**config.mk**
```make
export PLATFORM = sky130hd
export DESIGN_NAME = cpu_controller
export DESIGN_NICKNAME = d
export VERILOG_FILES = /design/src/rtl/cpu_controller.sv
export SDC_FILE = /design/constraint.sdc
export NUM_CORES = 1
export LEC_CHECK = 0
export CAP_MARGIN = 5
export CORE_MARGIN = 2
export CORE_UTILIZATION = 41
export CTS_CLUSTER_DIAMETER = 150
export CTS_CLUSTER_SIZE = 30
export DETAILED_ROUTE_END_ITERATION = 8
export HOLD_SLACK_MARGIN = 0.12
export PLACE_DENSITY_LB_ADDON = 0.1
export SYNTH_ARGS = -nofsm -noshare
export SYNTH_HDL_FRONTEND = slang
export SYNTH_SLANG_ARGS = --single-unit
export TNS_END_PERCENT = 20
```
**constraint.sdc**
```tcl
create_clock -name clk -period 2.56 [get_ports clk]
set_clock_uncertainty 0.1 [all_clocks]
set_input_delay 0.512 -clock clk [delete_from_list [all_inputs] [get_ports clk]]
set_output_delay 0.512 -clock clk [all_outputs]
set_load 0.005 [all_outputs]
```
**src/rtl/cpu_controller.sv**
```systemverilog
// cpu_controller: multicycle control FSM for the 16-bit CPU datapath.
//
// Fetches an instruction word from synchronous memory into the instruction
// register (IR), decodes it and steps it through a fixed state sequence.
// All datapath controls are Moore outputs decoded from the current state and
// the IR. A 5-bit flag register (PSR) captures the ALU flags in EXECUTE and
// feeds the conditional branches.
//
// Ports:
//   clk, reset             - clock; synchronous active-high reset
//   memReadData            - memory read data (valid the cycle after address)
//   carryFlag..zeroFlag    - combinational ALU flags
//   aluOpCode, instrType   - ALU operation / register(0) vs immediate(1) form
//   regAddressA/B          - source IR[3:0] / destination IR[11:8]
//   immediate              - IR[7:0] sign-extended
//   *RegEnable             - datapath pipeline register enables
//   aluInputA/BMuxSelect   - 0 = register data, 1 = PC / immediate
//   regWriteEnable/SrcSel  - register-file write strobe and source
//   pcEnable/pcSourceSel   - PC load, 0 = PC+1, 1 = PC+immediate
//   memAddrSelect          - 0 = PC, 1 = regReadData1
//   memWriteEnable         - store strobe
//   halted                 - high while in HALT
module cpu_controller #(
  parameter int REG_WIDTH     = 16,
  parameter int REG_ADDR_BITS = 4
) (
  input  logic                     clk,
  input  logic                     reset,
  input  logic [REG_WIDTH-1:0]     memReadData,
  input  logic                     carryFlag,
  input  logic                     lowFlag,
  input  logic                     overflowFlag,
  input  logic                     negFlag,
  input  logic                     zeroFlag,
  output logic [3:0]               aluOpCode,
  output logic                     instrType,
  output logic [REG_ADDR_BITS-1:0] regAddressA,
  output logic [REG_ADDR_BITS-1:0] regAddressB,
  output logic [REG_WIDTH-1:0]     immediate,
  output logic                     srcAddressRegEnable,
  output logic                     dstAddressRegEnable,
  output logic                     immediateRegEnable,
  output logic                     aluOutputRegEnable,
  output logic                     aluInputAMuxSelect,
  output logic                     aluInputBMuxSelect,
  output logic                     regWriteEnable,
  output logic                     regWriteSrcSelect,
  output logic                     pcEnable,
  output logic                     pcSourceSelect,
  output logic                     memAddrSelect,
  output logic                     memWriteEnable,
  output logic                     halted
);

  typedef enum logic [3:0] {
    S_FETCH     = 4'd0,
    S_DECODE    = 4'd1,
    S_EXECUTE   = 4'd2,
    S_WRITEBACK = 4'd3,
    S_MEM_ADDR  = 4'd4,
    S_MEM_WB    = 4'd5,
    S_STORE     = 4'd6,
    S_BRANCH    = 4'd7,
    S_HALT      = 4'd8
  } state_t;

  localparam logic [3:0] OP_RTYPE = 4'b0000;
  localparam logic [3:0] OP_MEM   = 4'b0100;
  localparam logic [3:0] OP_BCOND = 4'b1100;
  localparam logic [3:0] OP_HALT  = 4'b1111;
  localparam logic [3:0] ALU_CMP  = 4'b1011;
  localparam logic [3:0] MEM_LOAD = 4'b0000;
  localparam logic [3:0] MEM_STOR = 4'b0100;
  localparam logic [3:0] COND_EQ  = 4'b0000;
  localparam logic [3:0] COND_NE  = 4'b0001;
  localparam logic [3:0] COND_AL  = 4'b1110;

  state_t               state;
  state_t               next_state;
  logic [REG_WIDTH-1:0] ir;
  logic [4:0]           psr;     // {carry, low, overflow, neg, zero}
  logic [3:0]           ir_op;
  logic                 ir_is_imm;
  logic                 ir_is_cmp;
  logic                 unused_psr_bits;

  // Any opcode outside the four reserved groups is an immediate ALU op.
  function automatic logic is_imm_op(input logic [3:0] op);
    return (op != OP_RTYPE) && (op != OP_MEM) && (op != OP_BCOND) && (op != OP_HALT);
  endfunction

  // State that follows DECODE for a freshly fetched word; illegal encodings halt.
  function automatic state_t decode_target(input logic [15:0] word);
    state_t target;
    case (word[15:12])
      OP_RTYPE: target = S_EXECUTE;
      OP_MEM: begin
        if (word[7:4] == MEM_LOAD) begin
          target = S_MEM_ADDR;
        end else if (word[7:4] == MEM_STOR) begin
          target = S_STORE;
        end else begin
          target = S_HALT;
        end
      end
      OP_BCOND: target = S_BRANCH;
      OP_HALT:  target = S_HALT;
      default:  target = S_EXECUTE;
    endcase
    return target;
  endfunction

  // Branch condition evaluation; unlisted condition codes are never taken.
  function automatic logic branch_taken(input logic [3:0] cond, input logic z);
    logic taken;
    case (cond)
      COND_EQ: taken = z;
      COND_NE: taken = ~z;
      COND_AL: taken = 1'b1;
      default: taken = 1'b0;
    endcase
    return taken;
  endfunction

  assign ir_op     = ir[15:12];
  assign ir_is_imm = is_imm_op(ir_op);
  // Compare is opcode 1011 in the immediate form, or function 1011 in R-type.
  assign ir_is_cmp = (ir_op == OP_RTYPE) ? (ir[7:4] == ALU_CMP) : (ir_op == ALU_CMP);
  // Only the zero flag steers branches; the rest of PSR is kept as state.
  assign unused_psr_bits = ^psr[4:1];

  // State register.
  always_ff @(posedge clk) begin
    if (reset) begin
      state <= S_FETCH;
    end else begin
      state <= next_state;
    end
  end

  // Instruction register and flag register.
  always_ff @(posedge clk) begin
    if (reset) begin
      ir  <= '0;
      psr <= 5'd0;
    end else begin
      if (state == S_DECODE) begin
        ir <= memReadData;
      end
      if (state == S_EXECUTE) begin
        psr <= {carryFlag, lowFlag, overflowFlag, negFlag, zeroFlag};
      end
    end
  end

  // Next-state and Moore output decode; reset forces every output low so an
  // aborted instruction cannot strobe a write in the reset cycle.
  always_comb begin
    next_state          = state;
    aluOpCode           = 4'd0;
    instrType           = 1'b0;
    regAddressA         = '0;
    regAddressB         = '0;
    immediate           = '0;
    srcAddressRegEnable = 1'b0;
    dstAddressRegEnable = 1'b0;
    immediateRegEnable  = 1'b0;
    aluOutputRegEnable  = 1'b0;
    aluInputAMuxSelect  = 1'b0;
    aluInputBMuxSelect  = 1'b0;
    regWriteEnable      = 1'b0;
    regWriteSrcSelect   = 1'b0;
    pcEnable            = 1'b0;
    pcSourceSelect      = 1'b0;
    memAddrSelect       = 1'b0;
    memWriteEnable      = 1'b0;
    halted              = 1'b0;

    if (reset) begin
      next_state = S_FETCH;
    end else begin
      if (ir_op == OP_RTYPE) begin
        aluOpCode = ir[7:4];
      end else if (ir_is_imm) begin
        aluOpCode = ir_op;
      end else begin
        aluOpCode = 4'd0;
      end
      instrType   = ir_is_imm;
      regAddressA = ir[REG_ADDR_BITS-1:0];
      regAddressB = ir[8 +: REG_ADDR_BITS];
      immediate   = {{(REG_WIDTH-8){ir[7]}}, ir[7:0]};

      case (state)
        S_FETCH: begin
          memAddrSelect = 1'b0;
          next_state    = S_DECODE;
        end
        S_DECODE: begin
          pcEnable            = 1'b1;
          pcSourceSelect      = 1'b0;
          srcAddressRegEnable = 1'b1;
          dstAddressRegEnable = 1'b1;
          immediateRegEnable  = 1'b1;
          // IR is loaded at the end of this cycle, so route on the incoming word.
          next_state          = decode_target(memReadData[15:0]);
        end
        S_EXECUTE: begin
          aluOutputRegEnable = 1'b1;
          aluInputBMuxSelect = ir_is_imm;
          next_state         = S_WRITEBACK;
        end
        S_WRITEBACK: begin
          regWriteEnable    = ~ir_is_cmp;
          regWriteSrcSelect = 1'b0;
          next_state        = S_FETCH;
        end
        S_MEM_ADDR: begin
          memAddrSelect = 1'b1;
          next_state    = S_MEM_WB;
        end
        S_MEM_WB: begin
          regWriteEnable    = 1'b1;
          regWriteSrcSelect = 1'b1;
          next_state        = S_FETCH;
        end
        S_STORE: begin
          memAddrSelect  = 1'b1;
          memWriteEnable = 1'b1;
          next_state     = S_FETCH;
        end
        S_BRANCH: begin
          // PC already advanced in DECODE, so PC+imm lands on addr+1+disp.
          if (branch_taken(ir[11:8], psr[0])) begin
            pcEnable       = 1'b1;
            pcSourceSelect = 1'b1;
          end else begin
            pcEnable       = 1'b0;
            pcSourceSelect = 1'b0;
          end
          next_state = S_FETCH;
        end
        S_HALT: begin
          halted     = 1'b1;
          next_state = S_HALT;
        end
        default: begin
          next_state = S_FETCH;
        end
      endcase
    end
  end

endmodule

```
==> metrics, run 1 <==
CORE AREA=0.00328 mm2; root buffer cell=clkbuf_4; Port-buffer cells=59; pwr dens=745 mW/mm2; Clk pin slew, worst setup/hold paths=120 ps; Placement Rows=21; Final setup viols=1; GP Congestion=0.863; syn avg cell area=7.19 um2; fin worst setup slack=-31.7 ps; Yosys cell types=36; top cell type's share of synthesized area=0.306; largest net degree at the start of global routing=18; slowest cell on the critical path=or4b_1; Antenna diodes=0; First-pass DRT Iterations=4; worst path buffer plus inverter count=1; EDFF count, synth=0; Crit Path Class=register to output port; CP peak stage delay=520 ps; area of the die=0.00383 mm2; hold_buf cts=0; Initial Utilization=0.418; H-tree depth=1; CP Max Fanout=2; most common library cells after synthesis=nand2_1 (42), a21oi_1 (24), dfxtp_1 (21); Final ANT Viol Nets=0; Clock Latency Late Sink=300 ps; worst min-delay path class=register to register; final WL=3520 um; yosys warns=0; worst vdd ir=0.477 mV; Final nets=271; Slew Limit Fails=0; Fmax=386 MHz; DRT iter0 DRCs=52; cell area after layout=0.00207 mm2; minimum clock period=2590 ps; CTS buffer count=3; Die H=61.9 um; power consumption=1.54 mW; Placed Instances=289; period utilization=1.01; top cells by area, synth=dfxtp_1 (31%), nand2_1 (11%), a21oi_1 (8.8%); TritonCTS clock tree=yes; dpl hpwl=2760 um; status=complete, but fails checks; DIE WIDTH=61.9 um; Final Hold Fails=0; first-pass GRT wire length=5660 um; post-synth top area cell=dfxtp_1; vias per std cell=5.05; GRT Residual Overflow=0; total clock sinks=21; IO Pins=65; Startpoint Class=register; area delta synth->final=50.6%; pre-CTS WS=-215 ps; Mapped Nets=214; Slew HR=0.611; violated checks=setup timing; layout cell share with drive strength beyond 1=0.150; GRT Util Overall=0.198; DP Area=0.00203 mm2; clk buf depth=2; Routed wire per std cell=12.0 um; Crit path max-delay family=simple AND/OR/NAND/NOR gates; DRC errors left=0; Synth Register Bits=21; register area share after synthesis=0.306; static leakage power=0.790 nW; RSZ-0062 raised after global routing=yes; number of global-route vias before repair=1268; Worst EP arrival=1980 ps; detailed-route via count=1481; fin util=0.629; cell area after synthesis=0.00137 mm2; ys flop type=dfxtp_1; Slew @ Worst Pin=582 ps; ys async rst share=0; CP Data Required Time=1950 ps; maxcap violations=0; CP Capture Type=output port; worst-path cell chain=or4b_1 > a21o_1 > a2111oi_4 > or2_1 > clkbuf_2; fin cells=293; antenna violations before repair=0; Syn Inst Count=191; cell with the most instances after synthesis=nand2_1
-- flip-flops by register name (all words and copies together) (netlist names) --
signal / count
ir: 16
psr: 1
state: 4
-- logic make-up (layout without fill, tap and decap cells) --
kind of cell             Yosys count  count (layout)  synth area share
other                              1               1           0.00273
AND/OR/NAND/NOR                   95              95             0.355
flip-flops                        21              21             0.306
buffers and inverters             32              88             0.132
AO/OA/AOI/OAI                     39              39             0.183
XOR/XNOR                           1               1           0.00638
multiplexers                       1               1           0.00729
adder cells (fa/ha/maj)            1               1           0.00729
-- worst register-to-register path, cell delays in order, from the launching register on --
cell	delay, ps
dfxtp_1	350
buf_4	180
nor4b_4	560
buf_4	270
nand2_1	70
a21oi_1	120
-- metrics by stage --
| step | setup TNS, ps | hold slack [ps] |
|---|---|---|
| 2_1_floorplan | 0 | 332 |
| 3_3_place_gp | -1120 | 336 |
| 3_5_place_dp | -1440 | 343 |
| 4_1_cts | -94.6 | 360 |
| 5_1_grt | -140 | 392 |
| 6_report | -31.7 | 359 |
-- layout make-up --
cell class / instances / area (um2)
Multi-Input combinational cell: 138 / 791
Timing Repair Buffer: 82 / 762
Sequential cell: 21 / 423
Tap cell: 46 / 57.6
Fill cell: 312 / 1220
Inverter: 2 / 7.51
Clock buffer: 4 / 26.3
-- report_power, final --
group | switching (mW) | internal, mW
Combinational | 0.443 | 0.471
Sequential | 0.0536 | 0.413
Clock | 0.0993 | 0.0607
-- cell usage in the layout (no fill, tap or decap), types with 2 or more instances in the layout --
master / instances
a211oi_1: 2
or3_1: 2
nor3_1: 5
o21ai_1: 2
or4b_1: 2
a21oi_1: 24
nand2_1: 42
nor2_1: 10
nand3_1: 3
nand2b_1: 5
nor2b_2: 2
inv_1: 2
clkbuf_4: 3
buf_4: 21
nor2b_1: 12
dfxtp_2: 2
dlygate4sd2_1: 6
clkdlybuf4s50_1: 51
dfxtp_1: 19
a21o_1: 2
nor4_1: 4
o21ai_0: 2
-- routing by layer --
metal  vias to the layer above  GRT usage  wire [um]
li1                        739          -          -
met1                       686      0.254       1560
met2                        52      0.346       1730
met3                         4     0.0248        196
met4                         0     0.0638         34
met5                         -          0          0
-- path summary, 6_finish.rpt --
| check | cells past startpoint | slack, ps | end | start |
|---|---|---|---|---|
| max reg2reg | 5 | 860 | ir[7] | state[2] |
| min reg2reg | 2 | 360 | ir[0] | ir[0] |
| min | 2 | 360 | ir[0] | ir[0] |
| max | 5 | -30 | pcEnable | ir[11] |
-- timing repair --
action | CTS | global route
gates resized for setup | 12 | 9
endpoints found under the setup margin | 20 | 6
buffers inserted | 0 | 0
pin swaps | 3 | 4
Power figures use the tool's default switching activity.
==> run 2, diff against run 1 <==
==> constraint.sdc (replaced) <==
create_clock -name clk -period 2.56 [get_ports clk]
set_clock_uncertainty 0.1 [all_clocks]
set_input_delay 0.512 -clock clk [delete_from_list [all_inputs] [get_ports clk]]
set_output_delay 0.512 -clock clk [all_outputs]
set_load 0.05 [all_outputs]
==> metrics, run 2 (same netlist as run 1, synthesis figures left out) <==
CORE AREA=0.00328 mm2 (unchanged); total clock sinks=21 (unchanged); largest net degree at the start of global routing=43 (was 18); Initial Utilization=0.418 (unchanged); GP Congestion=0.818 (was 0.863); Placement Rows=21 (unchanged); area delta synth->final=75.1% (was 50.6%); Final setup viols=2 (was 1); number of global-route vias before repair=1243 (was 1268); final WL=3450 um (was 3520 um); status=complete, but fails checks (unchanged); Reg2Reg Launch Point=state[0] (was state[2]); Slew Limit Fails=0 (unchanged); detailed-route via count=1421 (was 1481); minimum clock period=2630 ps (was 2590 ps); clock share of power=0.080 (was 0.104); r2r setup slk=800 ps (was 860 ps); Slew @ Worst Pin=596 ps (was 582 ps); period utilization=1.03 (was 1.01); dpl hpwl=2670 um (was 2760 um); DRC errors left=0 (unchanged); met3 wire length=182 um (was 196 um); vias per std cell=5.09 (was 5.05); Port-buffer cells=59 (unchanged); power consumption=2.08 mW (was 1.54 mW); met1 wire length=1340 um (was 1560 um); Crit Path Class=register to output port (unchanged); root buffer cell=clkbuf_4 (unchanged); Gate power share=0.659 (was 0.593); Worst EP arrival=2010 ps (was 1980 ps); worst min-delay path class=register to register (unchanged); Setup TNS=-124 ps (was -31.7 ps); Switching Share=0.471 (was 0.387); Die H=61.9 um (unchanged); Int Pwr=1.10 mW (was 0.945 mW); Routed wire per std cell=12.4 um (was 12.0 um); Register Area=425 um2 (was 423 um2); Final nets=257 (was 271); pwr dens=866 mW/mm2 (was 745 mW/mm2); IO Pins=65 (unchanged); CP Data Required Time=1950 ps (about the same); final hold slack=357 ps (was 359 ps); HP Start=ir[2] (was ir[0]); GRT Util Overall=0.194 (was 0.198); Slew HR=0.601 (was 0.611); WHS Path Cells=2 (unchanged); violated checks=setup timing (unchanged); pre-CTS WS=47.1 ps (was -215 ps); endpoint of the worst hold path=ir[2] (was ir[0]); Max Used Layer=met4 (unchanged); clk buf depth=2 (unchanged); Reg with most FFs=ir (unchanged); most frequent cells in the layout=buf_12 (43), nand2_1 (42), a21oi_1 (24) (was clkdlybuf4s50_1 (51), nand2_1 (42), a21oi_1 (24)); First-pass DRT Iterations=4 (unchanged); metal2 WL=1880 um (was 1730 um); Switching Power=0.980 mW (was 0.596 mW); Final ANT Viol Nets=0 (unchanged); Antenna diodes=0 (unchanged); Fmax=381 MHz (was 386 MHz); # fillers=254 (was 312); maxcap violations=0 (unchanged); H-tree depth=1 (unchanged); CTS buffer count=3 (unchanged); CP Max Fanout=2 (unchanged); area of the die=0.00383 mm2 (unchanged); Clock Latency Late Sink=310 ps (was 300 ps); most common cell after layout, fill and taps aside=buf_12 (was clkdlybuf4s50_1); DRT iter0 DRCs=80 (was 52); RSZ-0062 raised after global routing=yes (unchanged); Top Registers=ir (16), state (4), psr (1) (unchanged); fin worst setup slack=-66.2 ps (was -31.7 ps); worst r2r path cells=4 (was 5); Clk pin slew, worst setup/hold paths=120 ps (about the same); Startpoint Class=register (unchanged); static leakage power=0.891 nW (was 0.790 nW); area of the multi-input gates=793 um2 (was 791 um2); r2r endpoint=ir[5] (was ir[7]); register share of total power=0.261 (was 0.303); CP Capture Type=output port (unchanged); GRT Residual Overflow=0 (unchanged); Final Hold Fails=0 (unchanged); layout cell share with drive strength beyond 1=0.279 (was 0.150); TritonCTS clock tree=yes (unchanged); worst vdd ir=0.457 mV (was 0.477 mV); Largest register FFs=16 (unchanged); antenna violations before repair=0 (unchanged); Placed Instances=273 (was 289); first-pass GRT wire length=5550 um (was 5660 um); DIE WIDTH=61.9 um (unchanged); fin cells=279 (was 293)
-- run 2: changes by cell type in the layout (fill, tap and decap cells not counted), moves of 2 or more --
cell	before	now
clkdlybuf4s50_1	51	18
dfxtp_2	2	4
dfxtp_1	19	17
dlygate4sd2_1	6	0
buf_4	21	7
buf_12	1	43
-- run 2: metal layers --
metal,GRT usage,up-vias
met1,0.224,647
met2,0.352,51
li1,-,718
met5,0,-
met4,0.0851,0
met3,0.0290,5
-- run 2: area by class of cell --
type / instances / share of cell area
repair buffers: 68 / 0.455
multi-input cells: 138 / 0.330
flip-flops and latches: 21 / 0.177
well taps: 46 / 0.0239
clock buffers: 4 / 0.0109
inverters: 2 / 0.00312
-- run 2: worst max-delay path by stage --
stage | cells past startpoint | start | to | slack [ps]
floorplan | 3 | reset | halted | -370
global placement | 5 | reset | pcEnable | 70
detailed placement | 5 | reset | pcEnable | 50
CTS | 5 | ir[11] | pcEnable | -90
global route | 5 | ir[11] | pcEnable | -120
finish | 5 | ir[11] | pcEnable | -70
-- run 2: metrics by stage --
step                      instance area [um2]  utilization
after floorplan                          1390            -
after global placement                   2350        0.717
after detailed placement                 2350        0.717
after CTS                                2400        0.730
after global routing                     2400        0.732
final                                    2400        0.732
-- run 2: worst max-delay path: stages (launching register included) --
cell and delay, ps:
dfxtp_2 340, or4b_1 520, a21o_1 220, a2111oi_4 310, or2_4 180, buf_12 120
-- run 2: what timing repair did --
action	4_1_cts	5_1_grt
pin swaps	3	1
resized for setup	1	2
buffers inserted	2	0
hold buffers	0	0
endpoints found under the setup margin	2	5
-- run 2: power by group through the flow --
stage,Sequential [mW],Combinational (mW),Clock [mW]
6_report,0.544,1.37,0.166
4_1_cts,0.538,1.38,0.169
2_1_floorplan,0.457,0.902,0
5_1_grt,0.560,1.46,0.180
3_5_place_dp,0.552,1.36,0
3_3_place_gp,0.541,1.34,0
==> run 3, diff against run 2 <==
--- a/config.mk
+++ b/config.mk
@@ -5,7 +5,6 @@
 export SDC_FILE = /design/constraint.sdc
 export NUM_CORES = 1
 export LEC_CHECK = 0
-export CAP_MARGIN = 5
 export CORE_MARGIN = 2
 export CORE_UTILIZATION = 41
 export CTS_CLUSTER_DIAMETER = 150
==> results of run 3 <==
Final layout, timing and power as in run 2 (identical DEF).
